`config.mk`:
```
export PLATFORM = sky130hd
export DESIGN_NAME = fp_widen_pipe_unit
export DESIGN_NICKNAME = d
export VERILOG_FILES = /design/src/rtl/fp_widen_pipe_unit.sv
export SDC_FILE = /design/constraint.sdc
export NUM_CORES = 1
export LEC_CHECK = 0
export ABC_AREA = 0
export BUFFER_PORTS_ARGS = -buffer_cell sky130_fd_sc_hd__buf_2
export CORE_AREA = 2 2 115 117
export CTS_BUF_LIST = sky130_fd_sc_hd__clkbuf_16
export DETAILED_ROUTE_END_ITERATION = 10
export DIE_AREA = 0 0 117 119
export PLACE_DENSITY = 0.82
export SLEW_MARGIN = 40
export SYNTH_ARGS = -nofsm -noshare
export SYNTH_HDL_FRONTEND = slang
export SYNTH_SLANG_ARGS = --single-unit
```
`constraint.sdc`:
```
create_clock -name clk_i -period 5.2 [get_ports clk_i]
set_input_delay 1.04 -clock clk_i [delete_from_list [all_inputs] [get_ports clk_i]]
set_output_delay 1.04 -clock clk_i [all_outputs]
set_load 0.005 [all_outputs]
```
`src/rtl/fp_widen_pipe_unit.sv`:
```
// rtl/fp_widen_pipe_unit.sv - pipelined FP16/FP32 -> FP32/FP64 widening converter
// Decode and normalise before stage 0, carry fields down the pipe, pack from the last stage.
module fp_widen_pipe_unit #(
  parameter int XLEN       = 64,
  parameter int NUM_STAGES = 2,
  parameter int TAG_WIDTH  = 5
) (
  input  logic                 clk_i,
  input  logic                 rst_i,
  input  logic                 flush_i,
  input  logic                 in_valid_i,
  output logic                 in_ready_o,
  input  logic [1:0]           src_fmt_i,
  input  logic [XLEN-1:0]      operand_a_i,
  input  logic [TAG_WIDTH-1:0] tag_id_i,
  output logic                 out_valid_o,
  input  logic                 out_ready_i,
  output logic [XLEN-1:0]      result_o,
  output logic [4:0]           status_o,
  output logic [TAG_WIDTH-1:0] tag_id_o,
  output logic                 busy_o
);

  localparam logic [1:0] CLS_ZERO = 2'd0;
  localparam logic [1:0] CLS_FIN  = 2'd1;
  localparam logic [1:0] CLS_INF  = 2'd2;
  localparam logic [1:0] CLS_NAN  = 2'd3;

  typedef struct packed {
    logic                 sign;
    logic                 dst_d;
    logic [1:0]           cls;
    logic [10:0]          exp;
    logic [22:0]          mnt;
    logic                 nv;
    logic [TAG_WIDTH-1:0] tag;
  } pl_t;

  logic        w_src_h;
  logic        w_dst_d;
  logic        w_boxed;
  logic        w_sign;
  logic        w_exp_max;
  logic        w_exp_zero;
  logic        w_mnt_nz;
  logic [7:0]  w_exp_in;
  logic [22:0] w_mnt_in;
  logic [10:0] w_delta;
  logic [4:0]  w_lz;
  logic [4:0]  w_shamt;
  pl_t         w_in_pl;

  // Half mantissas are left-aligned into the 23-bit field so one lz/shift path serves both sources.
  always_comb begin
    w_src_h = ~src_fmt_i[1];
    w_dst_d = (src_fmt_i != 2'b00);
    if (w_src_h) begin
      w_boxed   = &operand_a_i[XLEN-1:16];
      w_sign    = operand_a_i[15];
      w_exp_in  = {3'b000, operand_a_i[14:10]};
      w_exp_max = &operand_a_i[14:10];
      w_mnt_in  = {operand_a_i[9:0], 13'd0};
      w_delta   = w_dst_d ? 11'd1008 : 11'd112;
    end else begin
      w_boxed   = &operand_a_i[XLEN-1:32];
      w_sign    = operand_a_i[31];
      w_exp_in  = operand_a_i[30:23];
      w_exp_max = &operand_a_i[30:23];
      w_mnt_in  = operand_a_i[22:0];
      w_delta   = 11'd896;
    end
    w_exp_zero = (w_exp_in == 8'd0);
    w_mnt_nz   = |w_mnt_in;
  end

  always_comb begin
    w_lz = 5'd0;
    for (int i = 0; i < 23; i++) begin
      if (w_mnt_in[i]) w_lz = 5'(22 - i);
    end
  end

  assign w_shamt = w_lz + 5'd1;

  always_comb begin
    w_in_pl       = '0;
    w_in_pl.sign  = w_sign;
    w_in_pl.dst_d = w_dst_d;
    w_in_pl.cls   = CLS_FIN;
    w_in_pl.exp   = {3'b000, w_exp_in} + w_delta;
    w_in_pl.mnt   = w_mnt_in;
    w_in_pl.nv    = 1'b0;
    w_in_pl.tag   = tag_id_i;
    if (src_fmt_i == 2'b11) begin
      w_in_pl.cls = CLS_NAN;
      w_in_pl.nv  = 1'b1;
    end else if (!w_boxed) begin
      w_in_pl.cls = CLS_NAN;
    end else if (w_exp_max) begin
      w_in_pl.cls = w_mnt_nz ? CLS_NAN : CLS_INF;
      w_in_pl.nv  = w_mnt_nz & ~w_mnt_in[22];
    end else if (w_exp_zero) begin
      if (!w_mnt_nz) begin
        w_in_pl.cls = CLS_ZERO;
      end else begin
        w_in_pl.exp = w_delta - {6'd0, w_lz};
        w_in_pl.mnt = w_mnt_in << w_shamt;
      end
    end
  end

  logic [NUM_STAGES-1:0] r_vld;
  logic [NUM_STAGES-1:0] w_rdy;
  logic [NUM_STAGES-1:0] w_src_vld;
  logic                  w_chain;
  pl_t                   r_pl      [NUM_STAGES];
  pl_t                   w_src_pl  [NUM_STAGES];

  // A stage can load if it, or any stage below it, has a hole, or the consumer is draining.
  always_comb begin
    w_chain = out_ready_i;
    w_rdy   = '0;
    for (int k = NUM_STAGES - 1; k >= 0; k--) begin
      w_chain  = w_chain | ~r_vld[k];
      w_rdy[k] = w_chain;
    end
  end

  always_comb begin
    w_src_vld    = '0;
    w_src_vld[0] = in_valid_i;
    for (int k = 0; k < NUM_STAGES; k++) w_src_pl[k] = w_in_pl;
    for (int k = 1; k < NUM_STAGES; k++) begin
      w_src_vld[k] = r_vld[k-1];
      w_src_pl[k]  = r_pl[k-1];
    end
  end

  always_ff @(posedge clk_i or posedge rst_i) begin
    if (rst_i) begin
      r_vld <= '0;
      for (int k = 0; k < NUM_STAGES; k++) r_pl[k] <= '0;
    end else if (flush_i) begin
      r_vld <= '0;
    end else begin
      for (int k = 0; k < NUM_STAGES; k++) begin
        if (w_rdy[k]) begin
          r_vld[k] <= w_src_vld[k];
          if (w_src_vld[k]) r_pl[k] <= w_src_pl[k];
        end
      end
    end
  end

  pl_t            w_last;
  logic [XLEN-1:0] w_res;

  assign w_last = r_pl[NUM_STAGES-1];

  always_comb begin
    w_res = '0;
    if (w_last.dst_d) begin
      case (w_last.cls)
        CLS_ZERO: w_res = {w_last.sign, 63'd0};
        CLS_INF:  w_res = {w_last.sign, 11'h7FF, 52'd0};
        CLS_NAN:  w_res = 64'h7FF8_0000_0000_0000;
        default:  w_res = {w_last.sign, w_last.exp, w_last.mnt, 29'd0};
      endcase
    end else begin
      case (w_last.cls)
        CLS_ZERO: w_res = {32'hFFFF_FFFF, w_last.sign, 31'd0};
        CLS_INF:  w_res = {32'hFFFF_FFFF, w_last.sign, 8'hFF, 23'd0};
        CLS_NAN:  w_res = {32'hFFFF_FFFF, 32'h7FC0_0000};
        default:  w_res = {32'hFFFF_FFFF, w_last.sign, w_last.exp[7:0], w_last.mnt};
      endcase
    end
  end

  assign in_ready_o  = w_rdy[0];
  assign out_valid_o = r_vld[NUM_STAGES-1];
  assign busy_o      = |r_vld;
  assign result_o    = out_valid_o ? w_res : '0;
  assign status_o    = out_valid_o ? {w_last.nv, 4'b0000} : 5'd0;
  assign tag_id_o    = out_valid_o ? w_last.tag : '0;

endmodule
```
==> metrics.md <==
| Metric | Value |
|---|---|
| CTS clk-pin slew, worst paths | 0.06 ns |
| Post-DR wirelength/cell | ~19 um |
| Peak supply drop | between 0.0001 and 0.00015 V |
| Sw power | roughly 0.73 mW |
| Pre-CTS WS | around 0.6 ns |
| CTS tree | built |
| Pin count of the biggest net entering global routing | 50 |
| Setup tns final | 0 ns |
| Post-CTS resize count | 0 |
| Initial antenna violation count | 0 |
| Post-placement cell area | roughly 0.008 sq mm |
| Max cap viols | 0 |
| Post-synth top flop | dfrtp_1 |
| Count leader, synth | nand2_1 |
| Yosys reg bits | 90 |
| M2 GR Usage | approximately half |
| First-pass GRT wire length | roughly 36000 um |
| Final Skew | between 0.006 and 0.007 ns |
| Top post-synthesis cells by count | nand2_1, dfrtp_1, nor2_1, a21oi_1, clkbuf_1 |
| Part of the power in the clock network | between 20 and 30% |
| H-tree levels | 3 |
| Leak pwr | 3.87 nW |
| Crit. Startpoint | src_fmt_i[1] |
| Rel. slew slack | approximately 44% |
| GR Util met1 | 46.0% |
| F_max | around 0.23 GHz |
| Hold_sp | r_pl[48]$_DFFE_PP0P_ |
| Post-synth ARST share | 100% |
| Final setup violation count | 0 |
| Total grt overflow | 0 |
| CP Class | in -> reg |
| GRT met3 Usage | ~5.0% |
| Post-synth top area share | about a third |
| Cell Pwr Density | roughly 270 mW/mm^2 |
| Placed Cells incl. Taps | 1134 |
| Root Driver | clkbuf_16 |
| Yosys warns | 0 |
| Fin crit period | ~4.3 ns |
| Iteration-0 DRC Markers | 868 |
| R2R Path Start | r_vld[1]$_DFFE_PP0P_ |
| N_diodes | 0 |
| Synthesized area | 0.00713 sq mm |
| Final Cell Area | a little over 0.008 sq mm |
| Vias per cell | around 6.3 |
| Setup crit end kind | flop |
| Status | completed |
| Number of hold buffers added after cts | 0 |
| GRT Total Usage | about a third |
| Tightest Pin Transition | ~0.84 ns |
| Total number of vias | 7245 |
| Mean Syn Cell Area | around 8.4 sq um |
| Fillcell total | between 1000 and 1500 |
| Hpwl dp | approximately 17000 um |
| Die area | 0.0139 sq mm |
| Crit-path max FO | 20 |
| DRT antenna net count | 0 |
| Skew-Pair Late Insertion Delay | between 0.3 and 0.4 ns |
| Fin. max-slew vios | 0 |
| Internal | 1.50 mW |
| Combinational share of power | slightly below 30% |
| Share of cells above drive strength 1 | between 20 and 30% |
| Rows | 42 |
| Die Ht | ~120 um |
| CORE AREA | 0.0129 sq mm |
| Area grow syn2layout | 15.7% |
| CTS Buf Count | 9 |
| RSZ-0062 raised after global routing | no |
| GR peak layer | met2 |
| Layout Cells excl Fill | 1150 |
| Top Ports | 153 |
| Die X | about 120 um |
| Post-synth EDFFs | 0 |
| FF+latch area | between 0.002 and 0.0025 sq mm |
| Ranking of synthesized cells by area | dfrtp_1, nand2_1, mux2_2, mux4_2, nor2_1 |
| Worst Setup Start Kind | input port |
| Area of the multi-input gates | approximately 0.0045 sq mm |
| Final hold vios | 0 |
| Post-synthesis cell count | 850 |
| Max clock buf depth | 2 |
| Setup Fix Bufs, Post-CTS | 0 |
| CP arrival | around 4.6 ns |
| Switching Share | approximately a third |
| Vias in the first global route | between 6000 and 7000 |
| Nets@finish | about 1100 |
| Initial Utilization | a little under three fifths |
| Post-synthesis cell type count | between 80 and 90 |
| CTS Sinks | 90 |
| Final Wtd Congestion | slightly above 1 |
| Post-route setup slack | 0.869 ns |
| Critical path data required time | 5.42 ns |
| Drt pass-1 iters | 7 |
| Sequential area share after synthesis | around a third |
| Sequential share of power | 42.0% |
| Yosys top cell by area | dfrtp_1 |
| Hold Path Class | reg -> reg |
| Routed WL | ~22000 um |
| Drt drc | 0 |
| Tcrit/Tclk final | 83.3% |
| IO buf count | about 150 |
metrics by stage:
| step | power (mW) | utilization, % | hold WS (ns) |
|---|---|---|---|
| 2_1_floorplan | 1.37 | - | 0.433 |
| 3_5_place_dp | 1.58 | 61.8 | 0.458 |
| 4_1_cts | 2.22 | 64.0 | 0.474 |
| 6_report | 2.22 | 64.0 | 0.471 |
| 5_1_grt | 2.34 | 64.0 | 0.501 |
| 3_3_place_gp | 1.57 | 61.7 | 0.454 |
path summary, 6_finish.rpt:
kind                                             end  slack (ns)  depth (start not counted)
max in group asynchronous       r_pl[12]$_DFFE_PP0P_        3.59                          3
worst min register to register  r_pl[48]$_DFFE_PP0P_        0.47                          2
worst max-delay path            r_pl[65]$_DFFE_PP0P_        0.87                         14
min in group asynchronous       r_pl[60]$_DFFE_PP0P_        0.71                          2
worst min-delay path            r_pl[48]$_DFFE_PP0P_        0.47                          2
worst max register to register  r_pl[64]$_DFFE_PP0P_        2.68                          8
worst max-delay path, cell delays in order:
cell	delay (ns)
buf_2	0.34
buf_4	0.30
mux2i_4	0.34
o311ai_1	0.19
nor2_4	0.23
a21oi_4	0.11
nor2_4	0.14
buf_4	0.22
inv_4	0.04
ha_1	0.30
inv_2	0.34
mux4_2	0.56
mux2i_1	0.27
o21ai_1	0.09
registers in the layout (all words and copies together) (netlist names):
register,flops
r_vld,2
r_pl,88
layer usage:
layer | part of all wire (%) | wire, um | up-vias
met4 | 3.6 | 794 | 0
met1 | 41 | 9260 | 3381
met2 | 46 | 10200 | 451
met5 | 0 | 0 | -
met3 | 9.4 | 2100 | 76
li1 | - | - | 3337
cell usage in the layout, fill, tap and decap left out, types with 17 or more instances in the layout:
master / count
and2_1: 31
o21ai_0: 39
nand2_1: 139
mux2_2: 44
nor2_1: 71
buf_2: 148
buf_4: 29
a21o_1: 17
mux2i_1: 23
a21oi_1: 51
nor3_1: 23
dfrtp_1: 90
a31oi_1: 23
cell families (layout without fill, tap and decap cells):
group / Yosys count / count (layout) / synth area share, %
compound gates: 223 / 223 / 20.8
xor+xnor: 6 / 6 / 0.737
fa+ha+maj: 6 / 6 / 1.05
buf+inv: 89 / 210 / 6.21
flops: 90 / 90 / 31.6
mux: 86 / 86 / 15.9
other cells: 1 / 4 / 0.0526
simple gates: 349 / 349 / 23.6
layout make-up:
type                       count  share of cell area (%)
clock buffer                   9                    2.73
clock inverter                 7                   0.759
inverter                      17                   0.865
multi-input combinational    674                    54.0
sequential                    90                    27.3
tap                          176                    2.67
timing repair buffer         177                    11.6
power groups by stage:
stage | sequential (mW) | clock (mW) | combinational, mW
2_1_floorplan | 0.898 | 0 | 0.472
3_3_place_gp | 0.933 | 0 | 0.634
3_5_place_dp | 0.941 | 0 | 0.643
4_1_cts | 0.931 | 0.638 | 0.648
5_1_grt | 0.950 | 0.667 | 0.722
6_report | 0.933 | 0.631 | 0.659
Power figures use the tool's default switching activity.
